## src/rtl/axi4_lite_pkg.sv

```systemverilog
// Shared types and helpers for the AXI4-Lite register bank.
//   resp_t      : AXI response encoding (OKAY / EXOKAY / SLVERR / DECERR)
//   wr_state_t  : write-channel FSM states
//   rd_state_t  : read-channel FSM states
//   idx_width   : register-index width for a given register count (min 1)
//   strb_merge  : byte-strobe merge of new data into an old word (up to 64 bits)
package axi4_lite_pkg;

    localparam int MAX_DATA_W = 64;
    localparam int MAX_STRB_W = MAX_DATA_W / 8;

    typedef enum logic [1:0] {
        OKAY   = 2'b00,
        EXOKAY = 2'b01,
        SLVERR = 2'b10,
        DECERR = 2'b11
    } resp_t;

    typedef enum logic [1:0] {
        W_IDLE,
        W_EXEC,
        W_RESP
    } wr_state_t;

    typedef enum logic {
        R_IDLE,
        R_RESP
    } rd_state_t;

    function automatic int idx_width(input int count);
        return (count > 1) ? $clog2(count) : 1;
    endfunction

    // Bytes with a set strobe take the new data; the rest keep the old value.
    function automatic logic [MAX_DATA_W-1:0] strb_merge(
        input logic [MAX_DATA_W-1:0] old_val,
        input logic [MAX_DATA_W-1:0] data,
        input logic [MAX_STRB_W-1:0] strb
    );
        logic [MAX_DATA_W-1:0] merged;
        merged = old_val;
        for (int b = 0; b < MAX_STRB_W; b++) begin
            if (strb[b]) begin
                merged[b*8 +: 8] = data[b*8 +: 8];
            end
        end
        return merged;
    endfunction

endpackage

```

## src/rtl/axi4_lite_addr_decode.sv

```systemverilog
// Byte address -> register index decode.
//   addr     in  ADDR_W       byte address (low alignment bits ignored)
//   idx      out IDX_W        register index
//   in_range out 1            full word index is below REG_COUNT
//   ro       out 1            in range and the register is read-only
module axi4_lite_addr_decode
    import axi4_lite_pkg::*;
#(
    parameter int                   ADDR_W    = 32,
    parameter int                   DATA_W    = 32,
    parameter int                   REG_COUNT = 16,
    parameter logic [REG_COUNT-1:0] RO_MASK   = '0
) (
    input  logic [ADDR_W-1:0]                 addr,
    output logic [idx_width(REG_COUNT)-1:0]   idx,
    output logic                              in_range,
    output logic                              ro
);

    localparam int AL     = $clog2(DATA_W / 8);
    localparam int IDX_W  = idx_width(REG_COUNT);
    localparam int WORD_W = ADDR_W - AL;

    logic [WORD_W-1:0] word_idx;
    logic              unused_lsb;

    // The range check uses every address bit above the alignment bits, so
    // addresses past the bank never alias onto a low register.
    assign word_idx   = addr[ADDR_W-1:AL];
    assign in_range   = word_idx < WORD_W'(REG_COUNT);
    assign idx        = word_idx[IDX_W-1:0];
    assign ro         = in_range && RO_MASK[idx];
    assign unused_lsb = &{1'b0, addr[AL-1:0]};

endmodule

```

## src/rtl/axi4_lite_regfile.sv

```systemverilog
// AXI4-Lite slave control/status register bank.
//   ACLK/ARESET         clock, synchronous active-high reset
//   AW*/W*/B*           write address, data and response channels
//   AR*/R*              read address and data channels
//   reg_o               all register contents, reg k at [k*DATA_W +: DATA_W]
//   wr_pulse_o          one-cycle pulse per register after a committed write
//   stat_i              live status words returned by read-only registers
// Write and read channels run independent FSMs and never stall each other.
module axi4_lite_regfile
    import axi4_lite_pkg::*;
#(
    parameter int                   ADDR_W    = 32,
    parameter int                   DATA_W    = 32,
    parameter int                   REG_COUNT = 16,
    parameter logic [REG_COUNT-1:0] RO_MASK   = '0
) (
    input  logic                          ACLK,
    input  logic                          ARESET,
    input  logic                          AWVALID,
    output logic                          AWREADY,
    input  logic [ADDR_W-1:0]             AWADDR,
    input  logic [2:0]                    AWPROT,
    input  logic                          WVALID,
    output logic                          WREADY,
    input  logic [DATA_W-1:0]             WDATA,
    input  logic [DATA_W/8-1:0]           WSTRB,
    output logic                          BVALID,
    input  logic                          BREADY,
    output logic [1:0]                    BRESP,
    input  logic                          ARVALID,
    output logic                          ARREADY,
    input  logic [ADDR_W-1:0]             ARADDR,
    input  logic [2:0]                    ARPROT,
    output logic                          RVALID,
    input  logic                          RREADY,
    output logic [DATA_W-1:0]             RDATA,
    output logic [1:0]                    RRESP,
    output logic [REG_COUNT*DATA_W-1:0]   reg_o,
    output logic [REG_COUNT-1:0]          wr_pulse_o,
    input  logic [REG_COUNT*DATA_W-1:0]   stat_i
);

    localparam int STRB_W = DATA_W / 8;
    localparam int IDX_W  = idx_width(REG_COUNT);

    wr_state_t             wr_state_reg, wr_state_next;
    rd_state_t             rd_state_reg, rd_state_next;
    logic                  ready_en_reg;
    logic                  aw_held_reg, w_held_reg;
    logic [ADDR_W-1:0]     awaddr_reg;
    logic [DATA_W-1:0]     wdata_reg;
    logic [STRB_W-1:0]     wstrb_reg;
    resp_t                 bresp_reg;
    logic [REG_COUNT-1:0]  wr_pulse_reg;
    logic [DATA_W-1:0]     rdata_reg;
    resp_t                 rresp_reg;

    logic [DATA_W-1:0]     regs     [REG_COUNT];
    logic [DATA_W-1:0]     stat_arr [REG_COUNT];

    logic                  aw_hs, w_hs, ar_hs, wr_commit;
    logic [IDX_W-1:0]      aw_idx, ar_idx;
    logic                  aw_in_range, aw_ro, ar_in_range, ar_ro;
    logic [MAX_DATA_W-1:0] merged_full;
    logic [DATA_W-1:0]     wr_merged;
    logic [DATA_W-1:0]     rd_data_next;
    logic                  unused_ok;

    axi4_lite_addr_decode #(
        .ADDR_W(ADDR_W), .DATA_W(DATA_W), .REG_COUNT(REG_COUNT), .RO_MASK(RO_MASK)
    ) u_aw_decode (
        .addr(awaddr_reg), .idx(aw_idx), .in_range(aw_in_range), .ro(aw_ro)
    );

    axi4_lite_addr_decode #(
        .ADDR_W(ADDR_W), .DATA_W(DATA_W), .REG_COUNT(REG_COUNT), .RO_MASK(RO_MASK)
    ) u_ar_decode (
        .addr(ARADDR), .idx(ar_idx), .in_range(ar_in_range), .ro(ar_ro)
    );

    // ready_en_reg keeps every READY low on the first cycle after reset.
    always_ff @(posedge ACLK) begin
        if (ARESET) begin
            ready_en_reg <= 1'b0;
        end else begin
            ready_en_reg <= 1'b1;
        end
    end

    assign AWREADY = ready_en_reg && (wr_state_reg == W_IDLE) && !aw_held_reg;
    assign WREADY  = ready_en_reg && (wr_state_reg == W_IDLE) && !w_held_reg;
    assign ARREADY = ready_en_reg && (rd_state_reg == R_IDLE);
    assign aw_hs   = AWVALID && AWREADY;
    assign w_hs    = WVALID && WREADY;
    assign ar_hs   = ARVALID && ARREADY;

    // ---------------- write channel ----------------
    always_comb begin
        wr_state_next = wr_state_reg;
        BVALID        = 1'b0;
        case (wr_state_reg)
            W_IDLE: begin
                // AW and W may arrive in either order; go as soon as both exist.
                if ((aw_held_reg || aw_hs) && (w_held_reg || w_hs)) begin
                    wr_state_next = W_EXEC;
                end
            end
            W_EXEC: wr_state_next = W_RESP;
            W_RESP: begin
                BVALID = 1'b1;
                if (BREADY) begin
                    wr_state_next = W_IDLE;
                end
            end
            default: wr_state_next = W_IDLE;
        endcase
    end

    assign wr_commit   = (wr_state_reg == W_EXEC) && aw_in_range && !aw_ro;
    assign merged_full = strb_merge(MAX_DATA_W'(regs[aw_idx]), MAX_DATA_W'(wdata_reg),
                                    MAX_STRB_W'(wstrb_reg));
    assign wr_merged   = merged_full[DATA_W-1:0];

    always_ff @(posedge ACLK) begin
        if (ARESET) begin
            wr_state_reg <= W_IDLE;
            aw_held_reg  <= 1'b0;
            w_held_reg   <= 1'b0;
            awaddr_reg   <= '0;
            wdata_reg    <= '0;
            wstrb_reg    <= '0;
            bresp_reg    <= OKAY;
            wr_pulse_reg <= '0;
        end else begin
            wr_state_reg <= wr_state_next;
            if (aw_hs) begin
                aw_held_reg <= 1'b1;
                awaddr_reg  <= AWADDR;
            end
            if (w_hs) begin
                w_held_reg <= 1'b1;
                wdata_reg  <= WDATA;
                wstrb_reg  <= WSTRB;
            end
            if ((wr_state_reg == W_RESP) && BREADY) begin
                aw_held_reg <= 1'b0;
                w_held_reg  <= 1'b0;
            end
            wr_pulse_reg <= '0;
            if (wr_state_reg == W_EXEC) begin
                bresp_reg <= wr_commit ? OKAY : SLVERR;
                // The pulse fires even when WSTRB is all zero.
                if (wr_commit) begin
                    wr_pulse_reg <= REG_COUNT'(1) << aw_idx;
                end
            end
        end
    end

    assign BRESP      = bresp_reg;
    assign wr_pulse_o = wr_pulse_reg;

    // ---------------- register storage ----------------
    genvar gi;
    generate
        for (gi = 0; gi < REG_COUNT; gi++) begin : g_reg
            assign stat_arr[gi] = stat_i[gi*DATA_W +: DATA_W];
            if (RO_MASK[gi]) begin : g_ro
                assign regs[gi] = '0;
            end else begin : g_rw
                logic [DATA_W-1:0] value_reg;
                always_ff @(posedge ACLK) begin
                    if (ARESET) begin
                        value_reg <= '0;
                    end else if (wr_commit && (aw_idx == IDX_W'(gi))) begin
                        value_reg <= wr_merged;
                    end
                end
                assign regs[gi] = value_reg;
            end
            assign reg_o[gi*DATA_W +: DATA_W] = regs[gi];
        end
    endgenerate

    // ---------------- read channel ----------------
    always_comb begin
        rd_state_next = rd_state_reg;
        RVALID        = 1'b0;
        case (rd_state_reg)
            R_IDLE: begin
                if (ar_hs) begin
                    rd_state_next = R_RESP;
                end
            end
            R_RESP: begin
                RVALID = 1'b1;
                if (RREADY) begin
                    rd_state_next = R_IDLE;
                end
            end
            default: rd_state_next = R_IDLE;
        endcase
    end

    // Sampled from the current register values, so a read landing on the
    // same edge as a write commit returns the pre-write contents.
    assign rd_data_next = !ar_in_range ? '0 :
                          ar_ro        ? stat_arr[ar_idx] : regs[ar_idx];

    always_ff @(posedge ACLK) begin
        if (ARESET) begin
            rd_state_reg <= R_IDLE;
            rdata_reg    <= '0;
            rresp_reg    <= OKAY;
        end else begin
            rd_state_reg <= rd_state_next;
            if (ar_hs) begin
                rdata_reg <= rd_data_next;
                rresp_reg <= ar_in_range ? OKAY : SLVERR;
            end
        end
    end

    assign RDATA = rdata_reg;
    assign RRESP = rresp_reg;

    // Protection bits carry no meaning here; upper merge bits only matter at 64-bit width.
    assign unused_ok = &{1'b0, AWPROT, ARPROT, merged_full};

endmodule

```

## config.mk

```make
export PLATFORM = sky130hd
export DESIGN_NAME = axi4_lite_regfile
export DESIGN_NICKNAME = d
export VERILOG_FILES = /design/src/rtl/axi4_lite_pkg.sv /design/src/rtl/axi4_lite_addr_decode.sv /design/src/rtl/axi4_lite_regfile.sv
export SDC_FILE = /design/constraint.sdc
export NUM_CORES = 1
export LEC_CHECK = 0
export ABC_AREA = 1
export CAP_MARGIN = 25
export CORE_AREA = 2 2 471 473
export DETAILED_ROUTE_END_ITERATION = 12
export DIE_AREA = 0 0 473 475
export GPL_TIMING_DRIVEN = 0
export HOLD_SLACK_MARGIN = 0.08
export MAX_ROUTING_LAYER = met4
export PLACE_DENSITY = 0.47
export SLEW_MARGIN = 30
export SYNTH_ARGS = -nofsm -noshare
export SYNTH_HDL_FRONTEND = slang
export SYNTH_HIERARCHICAL = 1
export SYNTH_SLANG_ARGS = --single-unit
export TNS_END_PERCENT = 20
```

## constraint.sdc

```tcl
create_clock -name ACLK -period 4.1 [get_ports ACLK]
set_input_delay 0.82 -clock ACLK [delete_from_list [all_inputs] [get_ports ACLK]]
set_output_delay 0.82 -clock ACLK [all_outputs]
set_load 0.005 [all_outputs]
```

After elaboration in Yosys (flattened, before gate mapping)
Memory sizes are Yosys's and may differ from the RTL's. A register that Yosys moved wholly into a read port is not among the register bits.
Cells that the tools add are included.
{"block": "word_totals", "regBits": 638, "romBits": 32, "input_bits": 625, "out_inout_bits": 569, "wordCells": 130, "memories": 2}
{"block": "classes", "magnitude_cmp": 6, "n_eq_ne": 19, "n_shift": 1, "mux": 30, "bitwise_logic": 5, "n_reduce_logical": 39}
{"name": "(no name shown)", "depth": 16, "word_bits": 1, "read_ports": 1, "rd_ports_with_merged_regs": 0, "write_ports": 0, "line_no": "axi4_lite_addr_decode.sv:32", "source": "assign ro = in_range && RO_MASK[idx];"}
{"name": "(no name shown)", "depth": 16, "word_bits": 1, "read_ports": 1, "rd_ports_with_merged_regs": 1, "write_ports": 0, "line_no": "axi4_lite_addr_decode.sv:32"}
{"cell": "$bmux 32 s4", "count": 3}
{"cell": "$mux 32", "count": 8}
{"cell": "$lt 30x5->1 const B", "count": 2}
{"cell": "$eq 4x4->1 const B", "count": 8}
{"cell": "$mux 8", "count": 4}
{"cell": "$logic_and 1x1->1", "count": 29}
{"cell": "$eq 4x3->1 const B", "count": 4}
{"cell": "$shl 1x4->16 const A", "count": 1}
{"cell": "$ge 5x5->1 const B", "count": 2}
{"cell": "$lt 4x5->1 const B", "count": 2}
{"cell": "$not 4->5", "count": 2}
{"cell": "$eq 4x2->1 const B", "count": 2}
{"cell": "$mux 2", "count": 4}
{"cell": "$mux 4", "count": 2}
{"cell": "$mux 1", "count": 7}
{"cell": "$pmux 2 s3", "count": 1}
{"cell": "$eq 4x1->1 const B", "count": 1}
{"cell": "$logic_not 4->1", "count": 1}
{"cell": "$logic_not 1->1", "count": 3}
{"cell": "$not 1->1", "count": 3}
{"cell": "$reduce_or 3->1", "count": 1}
{"cell": "$eq 2x1->1 const B", "count": 1}
{"cell": "$eq 2x2->1 const B", "count": 1}
{"cell": "$logic_not 2->1", "count": 1}
{"cell": "6 further kinds", "count": 7}

Logic depth before layout (Yosys ltp)
Gate-level depths: netlist of the first run.
{"block": "depth", "word_depth": 8, "depth_mapped": 14, "mapped_depth_nobuf": 13}

Modules after synthesis
Netlist of the first run, hierarchy kept.
{"mod": "axi4_lite_regfile", "instances": 1, "cells_each": 5742, "area_each_um2": 35301.4, "seq_area_each_um2": 12732.2}
{"mod": "axi4_lite_addr_decode", "instances": 2, "cells_each": 31, "area_each_um2": 140.1, "seq_area_each_um2": 0.0}

Worst setup path before layout of the first run
OpenSTA, ideal clock, no wires.
{"block": "synth_path", "kind": "in2reg", "start": "input ARADDR[3]", "end": "register rdata_reg[18], in the netlist RDATA[18]", "setup_ns": 0.132, "arrival_time_ns": 2.173, "required_time_ns": 3.968, "setup_slack_ns": 1.794, "cell_stages": 12, "path_buffers": 4, "cell_sequence": "buf_4 -> clkbuf_1 -> inv_1 -> clkbuf_1 -> clkbuf_1 -> nand3_1 -> nand2_1 -> nand2_1 -> nand3_1 -> nand3_1 -> nand3_1 -> a21oi_1"}
{"block": "synth_via", "elab_chain_cells": 6, "word_cells_on_any_way": 13, "cone_classes": "1 x order compare; 9 x mux; 1 x bitwise; 1 x reduce/logical; 1 x memory"}
{"element": "start, declared", "line_no": "axi4_lite_regfile.sv:32", "source": "input logic [ADDR_W-1:0] ARADDR,"}
{"element": "branches (longest 5 deep; another with $lt 30x5->1)"}
{"element": "$mux 32 (*)", "line_no": "axi4_lite_regfile.sv:207", "source": "assign rd_data_next = !ar_in_range ? '0 :"}
{"element": "end signal, assigned", "line_no": "axi4_lite_regfile.sv:218", "source": "rdata_reg <= rd_data_next;"}
{"element": "end, declared", "line_no": "axi4_lite_regfile.sv:55", "source": "logic [DATA_W-1:0] rdata_reg;"}
Every way passes the cells marked *. The select of a mux whose other input is x is not followed.
A chain may end at the register's enable or synchronous reset.

Worst setup path after layout of the first run
{"block": "layout_path", "start": "input ARADDR[3]", "end": "register rdata_reg[26], in the netlist RDATA[26]"}
The elaborated chain is that of the path after synthesis.

==> results of run 1 <==
[metal layers]
metal	track usage [%]	wire, µm	part of all wire, %	up-vias
met4	18.1	25300	7.1	0
met1	38.7	146000	41	24600
met2	45.7	153000	43	3201
li1	-	-	-	21900
met3	7.66	33800	9.5	533
met5	-	0	0	-
[final timing paths]
check | endpoint | depth (start not counted)
max | RDATA[26] | 12
min | wdata_reg[31] | 2
max reg2reg | g_reg[7].g_rw.value_reg[24] | 13
min reg2reg | wdata_reg[31] | 2
[power breakdown]
group,internal [mW],switching [mW]
Sequential,6.21,0.0269
Combinational,1.03,2.32
Clock,4.72,3.27
Total,12.0,5.62
[layout make-up]
cell class                 count  area (µm²)  share of cell area [%]
multi-input combinational   4574       20300                    37.6
clock inverter                41         617                    1.14
clock buffer                 106        2250                    4.17
tap                         2871        3590                    6.65
timing repair buffer        1183       11900                    22.1
sequential                   634       12700                    23.5
buffer                       524        2360                    4.37
inverter                      65         249                   0.461
antenna                       24        60.1                   0.111
[critical path: stages]
cell and delay [ns]:
buf_4 0.11, clkbuf_1 0.23, inv_1 0.18, clkbuf_2 0.54, buf_1 0.74, nand3_1 0.16
nand2_1 0.22, nand2_1 0.07, nand3_1 0.40, nand3_1 0.39, nand3_1 0.16, a21oi_1 0.07
[per-stage QoR]
step | total power [mW] | setup WS, ns
3_3_place_gp | 9.56 | -1.31
5_1_grt | 17.9 | 0.472
4_1_cts | 17.5 | 0.697
2_1_floorplan | 7.58 | 1.79
3_5_place_dp | 9.58 | -0.0210
6_report | 17.6 | 0.504
==> impl_metrics.csv, run 1 <==
group,metric,value,unit
timing,maxSlewViolCount,0,
layout,largest_register_ffs,512,
global_routing,grt_pass1_vias,46500,
routing,drtIter0Drc,6330,
global_routing,globalRouteOverflowTotal,0,
clock_network,post-cts-setup-buffer-count,0,
clock_network,cts_sinks,634,
synth,yosys_warnings,6,
run,cap_viol_max_count,0,
die,initial_core_util,16.2,%
critical_path,worstPathRequired,4.66,ns
layout,drive_gt1_share,5.65,%
layout,final_cell_count_no_fill,10000,
place,dp.cells,9851,
clock_network,cts_max_path_buffers,3,
global_routing,grt_max_degree,14,
layout,n_fill_cell,24700,
clock_network,clk_latency,0.73,ns
worst_hold_path,hold_class,"reg2reg",
routing,drc_errors,0,
synth,syn-cell-area,0.0355,mm²
die,core_region_area,0.219,mm²
clock_network,cts_resized,0,
critical_path,path_class,"in2reg",
timing,fin_crit_sh,87.7,%
critical_path,worstSetupEndpointType,"flop",
layout,final_util,24.7,%
timing,tns,0,ns
die,die_h,475,µm
global_routing,grt_use_total,31.2,%
place,port_buffers,1177,
routing,ant_nets,0,
clock_network,cts_root_buf,"clkbuf_16",
place,hpwl,299,mm
worst_hold_path,holdCritStartpoint,"wdata_reg[31]",
clock_network,htreeDepth,3,
critical_path,setup.worst_path.start,"ARADDR[3]",
timing,final.setup_skew,0.0438,ns
synth,syn_inst,5796,
global_routing,antenna_found_initial,27,
routing,viasPerCell,5.01,
timing,finalHoldViolations,0,
layout,mostFrequentLayoutCell,"nand2_1",
power,leakage,20.5,nW
timing,relSlewSlack,29.1,%
die,die_width,473,µm
routing,drt_pass1_iterations,6,
critical_path,rr_startpoint,"awaddr_reg[3]",
timing,tightest_slew,1.06,ns
critical_path,reg2reg_slack,0.55,ns
timing,hold_slack,0.459,ns
clock_network,cts_hold_repair.buffers,0,
routing,routedWlPerCell,35.7,µm
critical_path,path_max_fanout,10,
clock_network,clk_pin_slew,0.06,ns
layout,area_growth,52.1,%
die,num_rows,172,
synth,syn_avg_cell_area,6.13,µm²
clock_network,cts_tree,"done",
layout,stdcell_area,0.0540,mm²
die,die-area,0.225,mm²
power,powerDensity,325,mW/mm²
layout,layout.nets,7686,
die,io_pins,1194,
timing,max_freq,278,MHz
timing,setup_viol,0,
outcome,outcome,"finished clean",
place,gp_congestion,1.07,
critical_path,start_kind,"input port",
timing,period_needed,3.60,ns
place,dpl_cell_area,0.0511,mm²
global_routing,grt_pass1_wl,454,mm
routing,finalWirelength,358,mm
power,ir_worst_vdd,0.000302,V
clock_network,numCtsBuffers,79,
timing,rsz0062_at_grt,"false",
critical_path,arrival,4.16,ns
routing,vias,50200,
layout,final_cell_mix,"nand2_1 (2353), clkdlybuf4s50_1 (1177), nand3_1 (768)",
Power figures use the tool's default switching activity.
==> run 2, diff against run 1 <==
- TNS_END_PERCENT: 20 -> not set
==> results of run 2 <==
The final DEF is identical to that of run 1; final timing and power are the same.
